<file path="config.mk">
export PLATFORM = sky130hd
export DESIGN_NAME = spi_reg_bridge
export DESIGN_NICKNAME = d
export VERILOG_FILES = /design/src/rtl/spi_reg_pkg.sv /design/src/rtl/spi_reg_file.sv /design/src/rtl/spi_reg_bridge.sv
export SDC_FILE = /design/constraint.sdc
export NUM_CORES = 1
export LEC_CHECK = 0
export CORE_AREA = 2 2 140 101
export CTS_BUF_LIST = sky130_fd_sc_hd__clkbuf_8
export DETAILED_ROUTE_END_ITERATION = 6
export DIE_AREA = 0 0 142 103
export GPL_TIMING_DRIVEN = 0
export HOLD_SLACK_MARGIN = 0.05
export MAX_ROUTING_LAYER = met4
export PLACE_DENSITY = 0.82
export SLEW_MARGIN = 10
export SYNTH_ARGS = -nofsm -noshare
export SYNTH_HDL_FRONTEND = slang
export SYNTH_SLANG_ARGS = --single-unit
</file>
<file path="constraint.sdc">
create_clock -name clk -period 3.3 [get_ports clk]
set_input_delay 0.99 -clock clk [delete_from_list [all_inputs] [get_ports clk]]
set_output_delay 0.99 -clock clk [all_outputs]
set_load 0.02 [all_outputs]
</file>
<file path="src/rtl/spi_reg_pkg.sv">
// spi_reg_pkg: shared FSM states, command constants and helpers for the SPI register bridge
// Contents:
//   state_t     - bridge FSM states; ACK exists only with SPI_REG_WRITE_ACK_EN
//   CMD_RD_BIT  - command bit selecting read (1) or write (0)
//   ACK_OK/ERR  - write acknowledge bytes
//   RD_OOR_VAL  - byte returned for an out-of-range read
//   addr_w()    - register index width for a given register count
package spi_reg_pkg;

    typedef enum logic [2:0] {
        IDLE,
        CMD,
        DREQ,
        DATA,
        RESP
`ifdef SPI_REG_WRITE_ACK_EN
        , ACK
`endif
    } state_t;

    localparam int         CMD_RD_BIT = 7;
    localparam logic [7:0] ACK_OK     = 8'hA5;
    localparam logic [7:0] ACK_ERR    = 8'hEE;
    localparam logic [7:0] RD_OOR_VAL = 8'hFF;

    function automatic int addr_w(input int n);
        return n > 1 ? $clog2(n) : 1;
    endfunction

endpackage

</file>
<file path="src/rtl/spi_reg_file.sv">
// spi_reg_file: NUM_REGS x WIDTH register bank with one write port and a combinational read port
// Ports:
//   clk, rst_n  - clock, synchronous active-low reset (all registers to RESET_VAL)
//   we          - write enable; caller guarantees addr is in range
//   addr        - register index for both write and read
//   wdata       - write data
//   rdata       - combinational read of reg[addr]
//   regs_flat   - whole bank, reg i at [i*WIDTH +: WIDTH]
module spi_reg_file
    import spi_reg_pkg::*;
#(
    parameter int                 WIDTH     = 8,
    parameter int                 NUM_REGS  = 16,
    parameter logic [WIDTH-1:0]   RESET_VAL = '0,
    localparam int                AW        = addr_w(NUM_REGS)
) (
    input  logic                       clk,
    input  logic                       rst_n,
    input  logic                       we,
    input  logic [AW-1:0]              addr,
    input  logic [WIDTH-1:0]           wdata,
    output logic [WIDTH-1:0]           rdata,
    output logic [NUM_REGS*WIDTH-1:0]  regs_flat
);

    logic [WIDTH-1:0] mem [NUM_REGS];

    always_ff @(posedge clk) begin
        if (!rst_n) begin
            for (int k = 0; k < NUM_REGS; k++) mem[k] <= RESET_VAL;
        end else if (we) begin
            mem[addr] <= wdata;
        end
    end

    // Out-of-range indices only occur when the caller masks the result.
    assign rdata = mem[addr];

    for (genvar i = 0; i < NUM_REGS; i++) begin : g_flat
        assign regs_flat[i*WIDTH +: WIDTH] = mem[i];
    end

endmodule

</file>
<file path="src/rtl/spi_reg_bridge.sv">
// spi_reg_bridge: decodes SPI RX FIFO bytes into register reads/writes, returns read data via TX FIFO
// Ports:
//   clk, rst_n          - clock, synchronous active-low reset
//   rx_data/rx_empty    - RX FIFO read data (valid the cycle after a pop) and empty flag
//   rx_rd_en            - RX FIFO pop pulse
//   tx_data/tx_wr_en    - TX FIFO write data and push pulse
//   tx_full             - TX FIFO full flag
//   regs_o              - flat register bank, reg i at [i*WIDTH +: WIDTH]
//   wr_stb/wr_addr      - pulse and address for each in-range write
//   err                 - sticky out-of-range address flag, cleared only by reset
// Build option: define SPI_REG_WRITE_ACK_EN to push an acknowledge byte after every write.
module spi_reg_bridge
    import spi_reg_pkg::*;
#(
    parameter int               WIDTH     = 8,
    parameter int               NUM_REGS  = 16,
    parameter logic [WIDTH-1:0] RESET_VAL = 8'h00
) (
    input  logic                      clk,
    input  logic                      rst_n,
    input  logic [WIDTH-1:0]          rx_data,
    input  logic                      rx_empty,
    output logic                      rx_rd_en,
    output logic [WIDTH-1:0]          tx_data,
    input  logic                      tx_full,
    output logic                      tx_wr_en,
    output logic [NUM_REGS*WIDTH-1:0] regs_o,
    output logic                      wr_stb,
    output logic [6:0]                wr_addr,
    output logic                      err
);

    localparam int         AW         = addr_w(NUM_REGS);
    localparam logic [7:0] NUM_REGS_B = 8'(NUM_REGS);

    state_t           state, state_d;
    logic [WIDTH-1:0] cmd, rdata;
    logic             in_range, reg_we;

    assign in_range = {1'b0, cmd[6:0]} < NUM_REGS_B;

    spi_reg_file #(
        .WIDTH    (WIDTH),
        .NUM_REGS (NUM_REGS),
        .RESET_VAL(RESET_VAL)
    ) u_file (
        .clk      (clk),
        .rst_n    (rst_n),
        .we       (reg_we),
        .addr     (cmd[AW-1:0]),
        .wdata    (rx_data),
        .rdata    (rdata),
        .regs_flat(regs_o)
    );

    always_comb begin
        state_d  = state;
        rx_rd_en = 1'b0;
        tx_wr_en = 1'b0;
        tx_data  = '0;
        reg_we   = 1'b0;
        case (state)
            IDLE: begin
                rx_rd_en = ~rx_empty;
                state_d  = rx_empty ? IDLE : CMD;
            end
            // The popped command byte is visible on rx_data only in this cycle.
            CMD: state_d = rx_data[CMD_RD_BIT] ? RESP : DREQ;
            DREQ: begin
                rx_rd_en = ~rx_empty;
                state_d  = rx_empty ? DREQ : DATA;
            end
            DATA: begin
                reg_we  = in_range;
`ifdef SPI_REG_WRITE_ACK_EN
                state_d = ACK;
`else
                state_d = IDLE;
`endif
            end
            RESP: begin
                tx_wr_en = ~tx_full;
                tx_data  = in_range ? rdata : RD_OOR_VAL;
                state_d  = tx_full ? RESP : IDLE;
            end
`ifdef SPI_REG_WRITE_ACK_EN
            ACK: begin
                tx_wr_en = ~tx_full;
                tx_data  = in_range ? ACK_OK : ACK_ERR;
                state_d  = tx_full ? ACK : IDLE;
            end
`endif
            default: state_d = IDLE;
        endcase
        // No FIFO traffic while held in reset, whatever state we came from.
        if (!rst_n) begin
            rx_rd_en = 1'b0;
            tx_wr_en = 1'b0;
        end
    end

    always_ff @(posedge clk) begin
        if (!rst_n) begin
            state   <= IDLE;
            cmd     <= '0;
            err     <= 1'b0;
            wr_stb  <= 1'b0;
            wr_addr <= '0;
        end else begin
            state  <= state_d;
            wr_stb <= reg_we;
            if (state == CMD) cmd <= rx_data;
            if (reg_we) wr_addr <= cmd[6:0];
            if ((state == DATA || state == RESP) && !in_range) err <= 1'b1;
        end
    end

endmodule

</file>
==> flow_metrics.tcl <==
set metrics [dict create \
    status "complete, no violations" \
    ant_nets 0 \
    p_int_uw 3170 \
    rsz0062_at_grt "false" \
    crit_fanout 10 \
    pwr-share-seq_pct 52.0 \
    cts_buffers 17 \
    seq_area_um2 4310 \
    end_kind "primary output" \
    first_pass_iters 5 \
    hp-class "register to register" \
    clk_latency_ps 450 \
    final_max_slew_viol_count 0 \
    maxCapViolCount 0 \
    hold_violations 0 \
    reg2reg_from "cmd[6]" \
    cp.required_ps 2310 \
    die_w_um 142 \
    combPwrFrac_pct 11.9 \
    synth_edf_count 128 \
    dieHeight_um 103 \
    worst_slack_ps 78.6 \
    synth_cell_type_count 36 \
    place_area_um2 8560 \
    synth_nets 487 \
    critPathArrivalTime_ps 2230 \
    post-place-ws_ps -844 \
    grt_pass1_wl_um 28800 \
    seq_area_frac_synth_pct 63.6 \
    fill_cells 919 \
    dieArea_um2 14600 \
    cts_buffer_depth 2 \
    start_util_pct 50.2 \
    crit_start "rst_n" \
    wl_um 20000 \
    ys.flop_type "edfxtp_1" \
    post-route-period-util_pct 97.6 \
    fin_nets 661 \
    port_buffers 158 \
    worst_slew_pin_slew_ps 1180 \
    cts_root_buf "clkbuf_8" \
    drive_above_1_share_pct 15.9 \
    finalCriticalPeriod_ps 3220 \
    async_flop_share_pct 0 \
    grt_util_all_layers_pct 28.9 \
    gp_congestion 0.886 \
    wire_per_inst_um 24.0 \
    viasPerCell 5.95 \
    finalClockSkew_ps 13.6 \
    power_uw 4190 \
    grt_antenna_before_repair 0 \
    swShare_pct 24.2 \
    max_freq_ghz 0.310 \
    dpl.hpwl_um 14300 \
    setup.worst_path.start_class "primary input" \
    syn_to_final_growth_pct 35.1 \
    clock_sinks 151 \
    final_cell_area_um2 9140 \
    p_leak_uw 0.00327 \
    drc 0 \
    cts_tree "yes" \
    ctsHtreeMaxLevel 4 \
    syn_inst 475 \
    slew_headroom_pct 20.5 \
    grt_max_degree 17 \
    pwr-share-clk_pct 36.2 \
    vias 4956 \
    multiInputGateArea_um2 2430 \
    antenna_cells 0 \
    coreArea_um2 13500 \
    ys_seq_elements 151 \
    synth_area_um2 6760 \
    fp-row-count 36 \
    first_iter_violations 522 \
    grt_pass1_vias 4847 \
    yosysWarnings 0 \
    ioPinCount 159 \
    critPathKind "primary input to primary output" \
    vdd_ir_drop_max_mv 0.297 \
    whs_ps 477 \
    overflow 0 \
    clk_pin_slew_ps 80 \
    hp-start "err" \
    p_per_area_nw_per_um2 458 \
    p_switching_uw 1010 \
    finalSetupViolations 0 \
    synth_area_per_cell_um2 14.2 \
]
kinds of logic (layout without fill, tap and decap cells):
group,after synthesis,after routing,share of synthesized area (%)
and+or+nand+nor,193,193,17.9
DFF,151,151,63.6
muxes,51,51,12.0
AOI/OAI and AO/OA,48,48,4.35
buffers and inverters,32,219,2.09
cell usage after synthesis, types with 2 or more instances:
library cell	count	area, um^2
a211oi_1	8	60.1
a21oi_1	10	50.1
a22oi_1	8	60.1
and2_1	129	807
and3_1	5	31.3
buf_1	3	11.3
buf_2	4	20.0
buf_6	2	22.5
clkbuf_1	21	78.8
dfxtp_1	23	460
edfxtp_1	128	3840
mux2i_1	27	270
mux4_2	24	541
nand2_1	3	11.3
nand2b_1	7	43.8
nand3b_1	2	15.0
nor2_1	10	37.5
nor2_4	3	33.8
nor2b_1	14	87.6
nor3_1	7	35.0
nor3b_1	3	22.5
o21ai_0	12	60.1
o22ai_1	8	50.1
or3_1	2	12.5
power groups by stage:
stage	Combinational, uW	Sequential (uW)	Clock (uW)
6_report	497	2180	1510
2_1_floorplan	171	2270	0
3_5_place_dp	460	2210	0
5_1_grt	516	2180	1590
3_3_place_gp	451	2210	0
4_1_cts	486	2170	1510
state kept, by name (all words and copies together), names as in the netlist, named ones only:
signal,count
u_file.mem,128
cmd,7
wr_addr,7
state,3
err,1
wr_stb,1
critical path: stages:
cell	delay, ps
clkdlybuf4s50_1	520
buf_6	160
clkbuf_4	190
nor3b_1	180
buf_2	190
layer usage:
layer	GRT usage (%)	vias up	share of wire (%)
met5	-	-	0
met4	10.5	0	2.7
met3	7.48	48	11
met2	44.4	339	46
met1	37.7	2466	40
li1	-	2103	-
repair_timing:
item                                    4_1_cts  5_1_grt
endpoints found under the setup margin       89       42
pin swaps                                     2        2
hold buffers                                  0        0
resized for setup                            70       21
buffers inserted                              1        0
final cells by class:
| class | instances | area share, % |
|---|---|---|
| sequential | 151 | 47.2 |
| multi-input combinational | 292 | 26.6 |
| timing repair buffer | 159 | 17.0 |
| clock buffer | 22 | 3.31 |
| tap | 171 | 2.34 |
| buffer | 27 | 2.18 |
| clock inverter | 10 | 1.38 |
| inverter | 1 | 0.0411 |
path summary, 6_finish.rpt:
kind	endpoint	slack, ps	depth (start not counted)
worst min register to register	err	480	1
worst max register to register	u_file.mem[2][2]	520	6
worst min-delay path	err	480	1
worst max-delay path	tx_wr_en	80	5
layout by cell type (no fill, tap or decap), types with 2 or more instances in the layout:
| cell | instances |
|---|---|
| a211oi_4 | 2 |
| nand3b_1 | 2 |
| clkbuf_8 | 24 |
| dfxtp_1 | 21 |
| a211oi_2 | 6 |
| clkbuf_1 | 14 |
| clkdlybuf4s50_1 | 148 |
| edfxtp_1 | 128 |
| mux2i_1 | 27 |
| nand2b_1 | 7 |
| clkinv_2 | 2 |
| o22ai_2 | 2 |
| nor2_1 | 10 |
| o22ai_1 | 6 |
| clkbuf_2 | 4 |
| a22oi_1 | 3 |
| buf_2 | 9 |
| nor2_4 | 3 |
| or3_1 | 2 |
| and2_1 | 129 |
| nor3_1 | 4 |
| mux4_2 | 24 |
| a21oi_1 | 9 |
| bufinv_16 | 3 |
| and3_1 | 5 |
| buf_12 | 3 |
| nor3b_1 | 3 |
| buf_6 | 5 |
| a22oi_2 | 5 |
| nor3_2 | 4 |
| o21ai_1 | 11 |
| inv_1 | 4 |
| nand2_1 | 3 |
| nor2b_1 | 14 |
through the flow:
step | std cells | TNS [ps] | util [%]
after floorplan | 475 | 0 | -
after global placement | 804 | -67450 | 63.5
after detailed placement | 804 | -74270 | 63.5
after CTS | 834 | 0 | 67.9
after global routing | 833 | 0 | 67.8
final | 833 | 0 | 67.8
No activity file was read; power rests on OpenSTA's default activity.
